--- src/rtl/dec_value_row_pkg.sv ---
// Shared constants, FSM encoding and header lookup for the decimal text row.
// Imported by the interface-facing top and its datapath helpers.
package dec_value_row_pkg;

    localparam logic [7:0] ASCII_SPACE = 8'h20;
    localparam logic [7:0] ASCII_ZERO  = 8'h30;
    localparam int         ROW_COLS    = 16;
    localparam int         HDR_COLS    = 4;

    typedef enum logic [1:0] {
        ST_IDLE = 2'd0,
        ST_CONV = 2'd1,
        ST_DONE = 2'd2
    } conv_state_e;

    // Fixed "DEC " label in the first four columns.
    function automatic logic [7:0] header_char(input logic [1:0] col);
        case (col)
            2'd0:    return 8'h44;
            2'd1:    return 8'h45;
            2'd2:    return 8'h43;
            default: return ASCII_SPACE;
        endcase
    endfunction

endpackage

--- src/rtl/dec_value_row_if.sv ---
// Bus between textEngine/top and the decimal row: value in, column request in,
// registered character and conversion-busy flag out.
interface dec_value_row_if #(
    parameter int WIDTH = 16
);
    logic [WIDTH-1:0] value;
    logic [3:0]       charAddress;
    logic [7:0]       charOutput;
    logic             busy;

    modport master (output value, charAddress, input charOutput, busy);
    modport slave  (input value, charAddress, output charOutput, busy);
endinterface

--- src/rtl/dec_value_row_bcd_shift_step.sv ---
// One combinational double-dabble step: add 3 to every nibble >= 5, then
// shift the BCD vector left by one, pulling in the next binary bit.
module dec_value_row_bcd_shift_step #(
    parameter int DIGITS = 5
) (
    input  logic [4*DIGITS-1:0] bcd_i,
    input  logic                bit_i,
    output logic [4*DIGITS-1:0] bcd_o
);

    logic [4*DIGITS-1:0] adj;

    // NOTE: every always_comb output gets a default first so no latch is inferred.
    always_comb begin
        adj = bcd_i;
        for (int i = 0; i < DIGITS; i++) begin
            if (bcd_i[4*i +: 4] >= 4'd5) begin
                adj[4*i +: 4] = bcd_i[4*i +: 4] + 4'd3;
            end
        end
        // Any carry out of the top digit is dropped; DIGITS is sized so none occurs.
        bcd_o = {adj[4*DIGITS-2:0], bit_i};
    end

endmodule

--- src/rtl/dec_value_row.sv ---
// Decimal text row: sequential binary-to-BCD conversion into a display register,
// plus a registered column decode producing "DEC " followed by the digits.
module dec_value_row
    import dec_value_row_pkg::*;
#(
    parameter int WIDTH         = 16,
    parameter int DIGITS        = 5,
    parameter int LEADING_BLANK = 1
) (
    input  logic           clk,
    input  logic           reset,
    dec_value_row_if.slave bus
);

    localparam int BCD_W = 4 * DIGITS;
    localparam int CNT_W = $clog2(WIDTH + 1);

    conv_state_e        state_q;
    logic [WIDTH-1:0]   shift_q;
    logic [BCD_W-1:0]   bcd_q;
    logic [BCD_W-1:0]   bcd_d;
    logic [CNT_W-1:0]   bit_cnt_q;
    logic [WIDTH-1:0]   latched_q;
    logic [WIDTH-1:0]   last_q;
    logic [BCD_W-1:0]   display_q;
    logic               busy_q;
    logic [7:0]         char_q;
    logic [7:0]         char_d;
    logic [DIGITS-1:0]  blank;

    dec_value_row_bcd_shift_step #(.DIGITS(DIGITS)) u_step (
        .bcd_i (bcd_q),
        .bit_i (shift_q[WIDTH-1]),
        .bcd_o (bcd_d)
    );

    // NOTE: sequential state uses non-blocking assignments so all registers update together.
    always_ff @(posedge clk) begin
        if (reset) begin
            state_q   <= ST_IDLE;
            shift_q   <= '0;
            bcd_q     <= '0;
            bit_cnt_q <= '0;
            latched_q <= '0;
            last_q    <= '0;
            // NOTE: display_q is an ordinary register, not a RAM, so it is reset with the rest.
            display_q <= '0;
            busy_q    <= 1'b0;
            char_q    <= ASCII_SPACE;
        end else begin
            char_q <= char_d;
            case (state_q)
                ST_IDLE: begin
                    if (bus.value != last_q) begin
                        shift_q   <= bus.value;
                        bcd_q     <= '0;
                        bit_cnt_q <= CNT_W'(WIDTH);
                        latched_q <= bus.value;
                        busy_q    <= 1'b1;
                        state_q   <= ST_CONV;
                    end
                end
                ST_CONV: begin
                    shift_q   <= shift_q << 1;
                    bcd_q     <= bcd_d;
                    bit_cnt_q <= bit_cnt_q - 1'b1;
                    if (bit_cnt_q == CNT_W'(1)) begin
                        state_q <= ST_DONE;
                    end
                end
                ST_DONE: begin
                    display_q <= bcd_q;
                    last_q    <= latched_q;
                    busy_q    <= 1'b0;
                    state_q   <= ST_IDLE;
                end
                default: state_q <= ST_IDLE;
            endcase
        end
    end

    // A digit blanks only while it and everything above it are zero; the LSD never blanks.
    always_comb begin
        logic lead;
        blank = '0;
        lead  = (LEADING_BLANK != 0);
        for (int i = DIGITS - 1; i >= 1; i--) begin
            lead     = lead && (display_q[4*i +: 4] == 4'd0);
            blank[i] = lead;
        end
    end

    always_comb begin
        int col;
        int dig;
        char_d = ASCII_SPACE;
        col    = int'(bus.charAddress);
        dig    = 0;
        if (col < HDR_COLS) begin
            char_d = header_char(bus.charAddress[1:0]);
        end else if (col < HDR_COLS + DIGITS) begin
            dig = DIGITS - 1 - (col - HDR_COLS);
            if (!blank[dig]) begin
                char_d = ASCII_ZERO + {4'd0, display_q[4*dig +: 4]};
            end
        end
    end

    assign bus.charOutput = char_q;
    assign bus.busy       = busy_q;

endmodule

--- src/flat_wrapper.sv ---
// flat-port wrapper written by rule: the top's interface ports become plain ports
module dec_value_row_flat import dec_value_row_pkg::*;
#(
    parameter int WIDTH         = 16,
    parameter int DIGITS        = 5,
    parameter int LEADING_BLANK = 1
)
  (clk, reset, bus_value, bus_charAddress, bus_charOutput, bus_busy);
  dec_value_row_if #(.WIDTH(WIDTH)) bus_i ();
  input  logic clk;
  input  logic reset;
  input wire logic [$bits(bus_i.value)-1:0] bus_value;
  input wire logic [$bits(bus_i.charAddress)-1:0] bus_charAddress;
  output wire logic [$bits(bus_i.charOutput)-1:0] bus_charOutput;
  output wire logic [$bits(bus_i.busy)-1:0] bus_busy;
  assign bus_i.value = bus_value;
  assign bus_i.charAddress = bus_charAddress;
  assign bus_charOutput = bus_i.charOutput;
  assign bus_busy = bus_i.busy;
  dec_value_row #(.WIDTH(WIDTH), .DIGITS(DIGITS), .LEADING_BLANK(LEADING_BLANK)) u_core (.clk(clk), .reset(reset), .bus(bus_i));
endmodule
--- config.mk ---
export PLATFORM = sky130hd
export DESIGN_NAME = dec_value_row_flat
export DESIGN_NICKNAME = d
export VERILOG_FILES = /design/src/rtl/dec_value_row_pkg.sv /design/src/rtl/dec_value_row_if.sv /design/src/rtl/dec_value_row_bcd_shift_step.sv /design/src/rtl/dec_value_row.sv /design/src/flat_wrapper.sv
export SDC_FILE = /design/constraint.sdc
export NUM_CORES = 1
export LEC_CHECK = 0
export CAP_MARGIN = 20
export CORE_MARGIN = 2
export CORE_UTILIZATION = 25
export CTS_BUF_LIST = sky130_fd_sc_hd__clkbuf_4 sky130_fd_sc_hd__clkbuf_8 sky130_fd_sc_hd__clkbuf_16
export DETAILED_ROUTE_END_ITERATION = 8
export SLEW_MARGIN = 20
export SYNTH_ARGS = -nofsm -noshare
export SYNTH_HDL_FRONTEND = slang
export SYNTH_SLANG_ARGS = --single-unit
--- constraint.sdc ---
create_clock -name clk -period 3.2 [get_ports clk]
set_input_delay 0.64 -clock clk [delete_from_list [all_inputs] [get_ports clk]]
set_output_delay 0.64 -clock clk [all_outputs]
set_load 0.1 [all_outputs]
# Word-level counts from Yosys, hierarchy flattened

Index checks and enable logic that the tools add are counted.

Bits in registers: 104
Bits of input ports: 22
Output and inout bits: 9
Logic and storage cells: 73

$add $sub $neg: 9
$lt $le $gt $ge: 8
Equality and inequality tests: 8
Shifts and indexed selects: 1
Muxes and demuxes: 23
Reduce and logical (&&, ||, !) cells: 15

Operators by type and width:

| kind                  | count |
|---|---|
| $pmux 20 s2           | 1 |
| $lt 32x5->1 const B   | 1 |
| $pmux 16 s2           | 1 |
| $shiftx 20x32->4      | 1 |
| $sub 4x32->32 const A | 1 |
| $mux 8                | 3 |
| $pmux 7 s3            | 1 |
| $ge 4x3->1 const B    | 5 |
| $mux 20               | 1 |
| $add 4x2->4 const B   | 4 |
| $logic_not 4->1       | 4 |
| $mux 16               | 1 |
| $mux 4                | 4 |
| $ne 16x16->1          | 1 |
| $pmux 5 s2            | 1 |
| $reduce_and 2->1      | 4 |
| $add 6x4->7 const A   | 1 |
| $eq 5x1->1 const B    | 1 |
| $mux 5                | 1 |
| $sub 4x3->5 const B   | 1 |
| $sub 5x1->5 const B   | 1 |
| $eq 2x1->1 const B    | 2 |
| $eq 2x2->1 const B    | 2 |
| $logic_not 2->1       | 2 |
| other kinds (12)      | 19 |

# Logic depth before layout (Yosys ltp)

Gate-level depths: netlist (run 1).

Word-level depth: 10
Mapped depth: 8
Depth with buffers taken out: 7

# Modules after synthesis

A second synthesis (run 1) with hierarchy kept.

Cell total of the unflattened synthesis: 597
Area total of the unflattened synthesis: 4,883.4 um^2

Modules (own cells, without submodules):

| module                       | times used | cells each | area an instance (um^2) | sequential area each (um^2) |
|---|---|---|---|---|
| dec_value_row                | 1          | 520        | 4,389.2                 | 2,062.0 |
| dec_value_row_bcd_shift_step | 1          | 77         | 494.2                   | 0.0 |

# Least setup slack after synthesis (run 1)

OpenSTA, ideal clock, no wires.

Path kind: input to register
Start: input port bus_charAddress[0]
End: register u_core.char_q[0], in the netlist u_core.bus.charOutput[0]
Setup time: 0.117 ns
Arrival: 2.362 ns
Required time: 3.083 ns
Path slack: 0.721 ns
Stages: 7
Path buffers: 2
Cell sequence: clkbuf_1 -> inv_1 -> ha_1 -> buf_1 -> nor3_1 -> a211oi_1 -> a32o_1

Word-level cells in the longest chain between the ends: 8
Elaborated cells on any way between the ends: 16
Classes of those cells: add/sub (3); order compare (2); eq/ne (2); shift (1); mux (7); reduce/logical (1)

Ends and longest elaborated chain:

| item                                                  | line                | RTL |
|---|---|---|
| start, declared                                       | flat_wrapper.sv:13  | `input wire logic [$bits(bus_i.charAddress)-1:0] bus_charAddress;` |
| branches (longest 7 deep; another with $sub 4x32->32) | n/a                 |  |
| $mux 8 *                                              | dec_value_row.sv:99 | `if (col < HDR_COLS) begin` |
| end signal, assigned                                  | dec_value_row.sv:51 | `char_q <= char_d;` |
| end, declared                                         | dec_value_row.sv:27 | `logic [7:0] char_q;` |

Mark *: on every way between the ends. The select of a mux whose other input is x is not followed.
A chain may end at the register's enable or synchronous reset.

# Worst setup path in the final report (run 1)

Start: input port bus_charAddress[1]
End: register u_core.char_q[0], in the netlist u_core.bus.charOutput[0]

The elaborated chain is that of the path after synthesis.

==> results.cfg, run 1 <==
[outcome]
status = finished clean

[synthesis]
ys_ff_latch = 103
mappedNetlistArea_mm2 = 0.00480
yosysWarnings = 0
synth_fp_nets = 620
yosysUniqueCellTypes = 36
yosysTopAreaCell = dfxtp_1
yosysSeqAreaShare_pct = 43.0
syn_avg_cell_area_um2 = 8.31
synth_cells = 577
synth_area_leaders = dfxtp_1, nand2_1, a21oi_1, o211ai_1, ha_1
synth_top_area_share_pct = 43.0

[setup_path]
worstSetupEndpointType = register
critPathSlowestCell = clkdlybuf4s50_1
critPathKind = input port to register
slowest_delay_ps = 530
r2r_slack_ps = 1290
critPathMaxFanout = 6
crit_chain = clkdlybuf4s50_1 -> inv_1 -> ha_1 -> xor2_1 -> nor3_1 -> a211oi_1 -> a32o_1
cp-start-kind = input port
cp.required_ps = 3480
cp.arrival_ps = 2740

[global_route]
overflow = 0
grt_pass1_wl_mm = 18.6
grt_max_degree = 56
antenna_found_initial = 0
grt_use_total_pct = 11.0
grt_pass1_vias = 3906

[power_and_ir_drop]
p_sw_w = 0.000709
max-vdd-ir-drop_uv = 250
swShare_pct = 25.0
seqPwrFrac_pct = 47.7
p_leak_nw = 1.98
p_int_w = 0.00213
p_total_w = 0.00284
clkPwrFrac_pct = 41.7
p_per_area_mw_per_mm2 = 506
p_comb_share_pct = 10.6

[routing]
routed_via_density = 4.87
ant_nets = 0
wl_per_cell_um = 12.8
drcViolationCount = 0
drt_pass1_iterations = 4
drt-initial-drc-count = 246
drt_wl_total_mm = 10.6
vias = 4015

[sta]
finalHoldViolCount = 0
whs_ps = 450
relSlewSlack_pct = 28.4
slew_violations = 0
finClkSkew_ps = 6.84
rsz0062_at_grt = no
worst_pin_slew_ps = 1070
min_period_ps = 2460
setup_tns_ps = 0
setup_viol = 0
min_period_over_period_pct = 76.8
fmax_ghz = 0.407

[clock_tree]
holdBufCountCts = 0
postCtsSetupRepairBufs = 0
cts-root-buf = clkbuf_16
clkTransAtPathRegs_ps = 70
cts_sinks = 103
h-tree-depth = 3
cts_buffers = 9
cts_buffer_depth = 2
cts.repair.resized = 0
clk_latency_ps = 340
cts_tree = built

[final_layout]
n_antenna_cell = 0
nets = 628
area_growth_pct = 17.1
drive_above_1_share_pct = 7.97

[floorplan]
fp.dieH_um = 143
pin_count = 31
dieArea_mm2 = 0.0203
start_util_pct = 25.6
fp-row-count = 50
core-area_mm2 = 0.0188
die_w_um = 143

[flow_run]
timing.max_cap.violations = 0

[placement]
port_buffers = 29
place_congestion = 0.729
dp_hpwl_mm = 6.85

[hold_path]
hold_class = register to register
==> power by group through the flow <==
stage	clock, W	sequential, W	combinational, W
finish	0.00118	0.00136	0.000301
global route	0.00127	0.00136	0.000335
CTS	0.00122	0.00136	0.000304
detailed placement	0	0.00138	0.000303
global placement	0	0.00138	0.000301
floorplan	0	0.00141	0.000184
==> registers in the layout (all words and copies together), names as in the netlist <==
signal / cells
u_core.bus.busy: 1
u_core.shift_q: 16
u_core.bus.charOutput: 7
u_core.bcd_q: 20
u_core.latched_q: 16
u_core.last_q: 16
u_core.state_q: 2
u_core.display_q: 20
u_core.bit_cnt_q: 5
==> layout make-up <==
| cell class | count | area (um^2) |
|---|---|---|
| Clock buffer | 10 | 239 |
| Clock inverter | 6 | 83.8 |
| Fill cell | 2006 | 13200 |
| Inverter | 18 | 67.6 |
| Multi-Input combinational cell | 410 | 2480 |
| Sequential cell | 103 | 2060 |
| Tap cell | 234 | 293 |
| Timing Repair Buffer | 43 | 395 |
==> cells by family (layout without fill, tap and decap cells) <==
family / after synthesis / count (layout) / synth area share, %
DFF: 103 / 103 / 43.0
AOI/OAI and AO/OA: 180 / 180 / 22.8
muxes: 4 / 4 / 1.88
buffers and inverters: 64 / 77 / 5.48
and+or+nand+nor: 176 / 176 / 16.2
other: 1 / 1 / 0.0782
xor gates and xnor gates: 28 / 28 / 5.11
adders and majority gates: 21 / 21 / 5.48
==> through the flow <==
stage	cells	setup WS (ps)	util, %	area [um^2]
global placement	808	434	28.2	5290
detailed placement	808	403	28.2	5290
CTS	824	750	29.9	5620
global route	824	603	29.9	5620
finish	824	744	29.9	5620
floorplan	577	721	-	4800
==> final timing paths <==
| check | startpoint | endpoint | cells after the start |
|---|---|---|---|
| max | bus_charAddress[1] | u_core.bus.charOutput[0]$_SDFF_PP0_ | 7 |
| min | u_core.latched_q[1]$_SDFFE_PP0P_ | u_core.last_q[1]$_SDFFE_PP0P_ | 2 |
| max reg2reg | u_core.state_q[1]$_SDFFE_PP0P_ | u_core.shift_q[15]$_SDFFE_PP0P_ | 4 |
| min reg2reg | u_core.latched_q[1]$_SDFFE_PP0P_ | u_core.last_q[1]$_SDFFE_PP0P_ | 2 |
==> cell usage after synthesis <==
cell / count
nand2_1: 104
dfxtp_1: 103
a21oi_1: 75
o211ai_1: 44
nand3_1: 32
clkbuf_1: 31
o21ai_0: 23
a31oi_1: 21
ha_1: 21
xor2_1: 19
inv_1: 18
nor2_1: 9
xnor2_1: 9
nand2b_1: 8
nor4_1: 8
buf_1: 7
a21o_1: 5
buf_4: 5
a22o_1: 4
mux4_2: 4
nor2b_1: 4
nor3_1: 4
a211oi_1: 3
a32o_1: 2
buf_2: 2
or3_1: 2
a211o_1: 1
a31o_2: 1
and3_1: 1
and4_1: 1
clkbuf_2: 1
conb_1: 1
nand3b_1: 1
nand4_1: 1
o21a_1: 1
or2_2: 1
==> worst max-delay path: cells and delay by family <==
kind	cells	cell delay, ps
AOI/OAI and AO/OA	2	720
xor gates and xnor gates	1	360
adders and majority gates	1	230
buffers and inverters	2	610
and+or+nand+nor	1	170
==> layer usage <==
metal	up-vias	track usage (%)	part of all wire, %	routed length [um]
met2	52	17.2	44	4690
met3	8	2.69	2.9	303
li1	2052	-	-	-
met1	1903	15.1	52	5500
met4	0	2.71	0.81	86
met5	-	0	0	0
==> cells in the final DEF, fill, tap and decap left out, drive strengths merged, types with 10 or more instances in the layout <==
cell type / instances
nand3: 32
dfxtp: 103
clkdlybuf4s50: 20
a31oi: 21
inv: 18
xor2: 19
clkbuf: 10
o21ai: 23
a21oi: 75
buf: 23
nand2: 104
ha: 21
o211ai: 44
No activity file was read; power rests on OpenSTA's default activity.
==> run 2: changes to the inputs <==
==> constraint.sdc (replaced) <==
create_clock -name clk -period 2.37 [get_ports clk]
set_input_delay 0.474 -clock clk [delete_from_list [all_inputs] [get_ports clk]]
set_output_delay 0.474 -clock clk [all_outputs]
set_load 0.1 [all_outputs]
==> results.cfg, run 2 (same netlist as run 1, synthesis figures left out) <==
[setup_path]
crit_buf_inv = 2
crit_chain = clkdlybuf4s50_1 -> xor2_1 -> nor4_1 -> and4_1 -> buf_4 -> o211ai_1 -> a31oi_1
worstSetupEndpointType = register
cp-start-kind = input port
critPathSlowestCell = nor4_1
cp.required_ps = 2640
crit_family = simple AND/OR/NAND/NOR gates
slowest_delay_ps = 500
critPathKind = input port to register
critPathMaxFanout = 12
cp.arrival_ps = 2460

[power_and_ir_drop]
p_total_w = 0.00378
p_per_area_mw_per_mm2 = 657
max-vdd-ir-drop_uv = 372
p_leak_nw = 2.07

[routing]
drt-initial-drc-count = 309
routed_via_density = 4.76
drt_wl_total_mm = 10.7
drt_pass1_iterations = 4
vias = 4021
drcViolationCount = 0
ant_nets = 0
wl_per_cell_um = 12.7

[clock_tree]
clk_latency_ps = 350
cts_sinks = 103
cts.repair.resized = 0
h-tree-depth = 3
cts_buffer_depth = 2
holdBufCountCts = 0
cts-root-buf = clkbuf_16
cts_buffers = 9
cts_tree = built
clkTransAtPathRegs_ps = 70
postCtsSetupRepairBufs = 0

[final_layout]
final_util_pct = 30.7
seq_area_mm2 = 0.00206
n_antenna_cell = 0
stdcell_area_mm2 = 0.00576
nets = 648
reg_top3 = u_core.bcd_q x20, u_core.display_q x20
fillCellCount = 2027
multi_input_area_mm2 = 0.00248
final_common_cell = nand2_1
area_growth_pct = 20.1
mostFrequentLayoutCells = nand2_1, dfxtp_1, a21oi_1, o211ai_1, buf_4
drive_above_1_share_pct = 11.0

[floorplan]
pin_count = 31
fp-row-count = 50
fp.dieH_um = 143
dieArea_mm2 = 0.0203
core-area_mm2 = 0.0188
start_util_pct = 25.6
die_w_um = 143

[placement]
place_congestion = 0.746
place_area_mm2 = 0.00546
dp_hpwl_mm = 7.20
port_buffers = 29

[global_route]
grt_max_degree = 84
grt_use_total_pct = 11.1
grt_pass1_vias = 3802
grt_pass1_wl_mm = 18.6
antenna_found_initial = 0
overflow = 0

[flow_run]
timing.max_cap.violations = 0

[sta]
setup_viol = 0
setup_tns_ps = 0
worst_pin_slew_ps = 649
relSlewSlack_pct = 56.7
finClkSkew_ps = 11.7
min_period_ps = 2200
min_period_over_period_pct = 92.7
rsz0062_at_grt = no
fmax_ghz = 0.455
finalHoldViolCount = 0
slew_violations = 0

[outcome]
status = finished clean

[hold_path]
hold_class = register to register
[run 2: final cells by class]
class	instances	share of cell area (%)
flip-flops and latches	103	35.8
well taps	234	5.08
repair buffers	63	9.69
multi-input cells	410	43.0
clock inverters	6	1.22
inverters	18	1.17
clock buffers	10	4.04
[run 2: worst paths after layout]
path | startpoint | end | slack, ps | cells after the start
min reg2reg | u_core.latched_q[0]$_SDFFE_PP0P_ | u_core.last_q[0]$_SDFFE_PP0P_ | 450 | 2
max reg2reg | u_core.last_q[1]$_SDFFE_PP0P_ | u_core.shift_q[9]$_SDFFE_PP0P_ | 450 | 6
min | u_core.latched_q[0]$_SDFFE_PP0P_ | u_core.last_q[0]$_SDFFE_PP0P_ | 450 | 2
max | bus_value[1] | u_core.shift_q[9]$_SDFFE_PP0P_ | 170 | 7
[run 2: layer usage]
layer  GRT usage, %  up-vias  part of all wire [%]
met3           2.56        5                   2.5
met4           2.66        0                  0.53
met2           17.4       46                    46
met5              0        -                     0
li1               -     2081                     -
met1           15.6     1889                    51
[run 2: metrics by stage]
stage	hold slack, ps	worst slack, ps	cells
6_report	450	172	844
2_1_floorplan	428	56.7	577
3_3_place_gp	441	-151	828
4_1_cts	454	182	844
3_5_place_dp	447	-185	828
5_1_grt	475	32.5	844
[run 2: power breakdown]
part | leakage, nW | internal (W) | total, W | switching (W)
Combinational | 1.08 | 0.000165 | 0.000444 | 0.000279
Clock | 0.144 | 0.000839 | 0.00151 | 0.000669
Sequential | 0.839 | 0.00179 | 0.00183 | 0.0000352
[run 2: worst min-delay path: cells and delay by family (launching register included)]
kind	cells	cell delay (ps)
compound gates	1	50
simple gates	1	50
flops	1	310
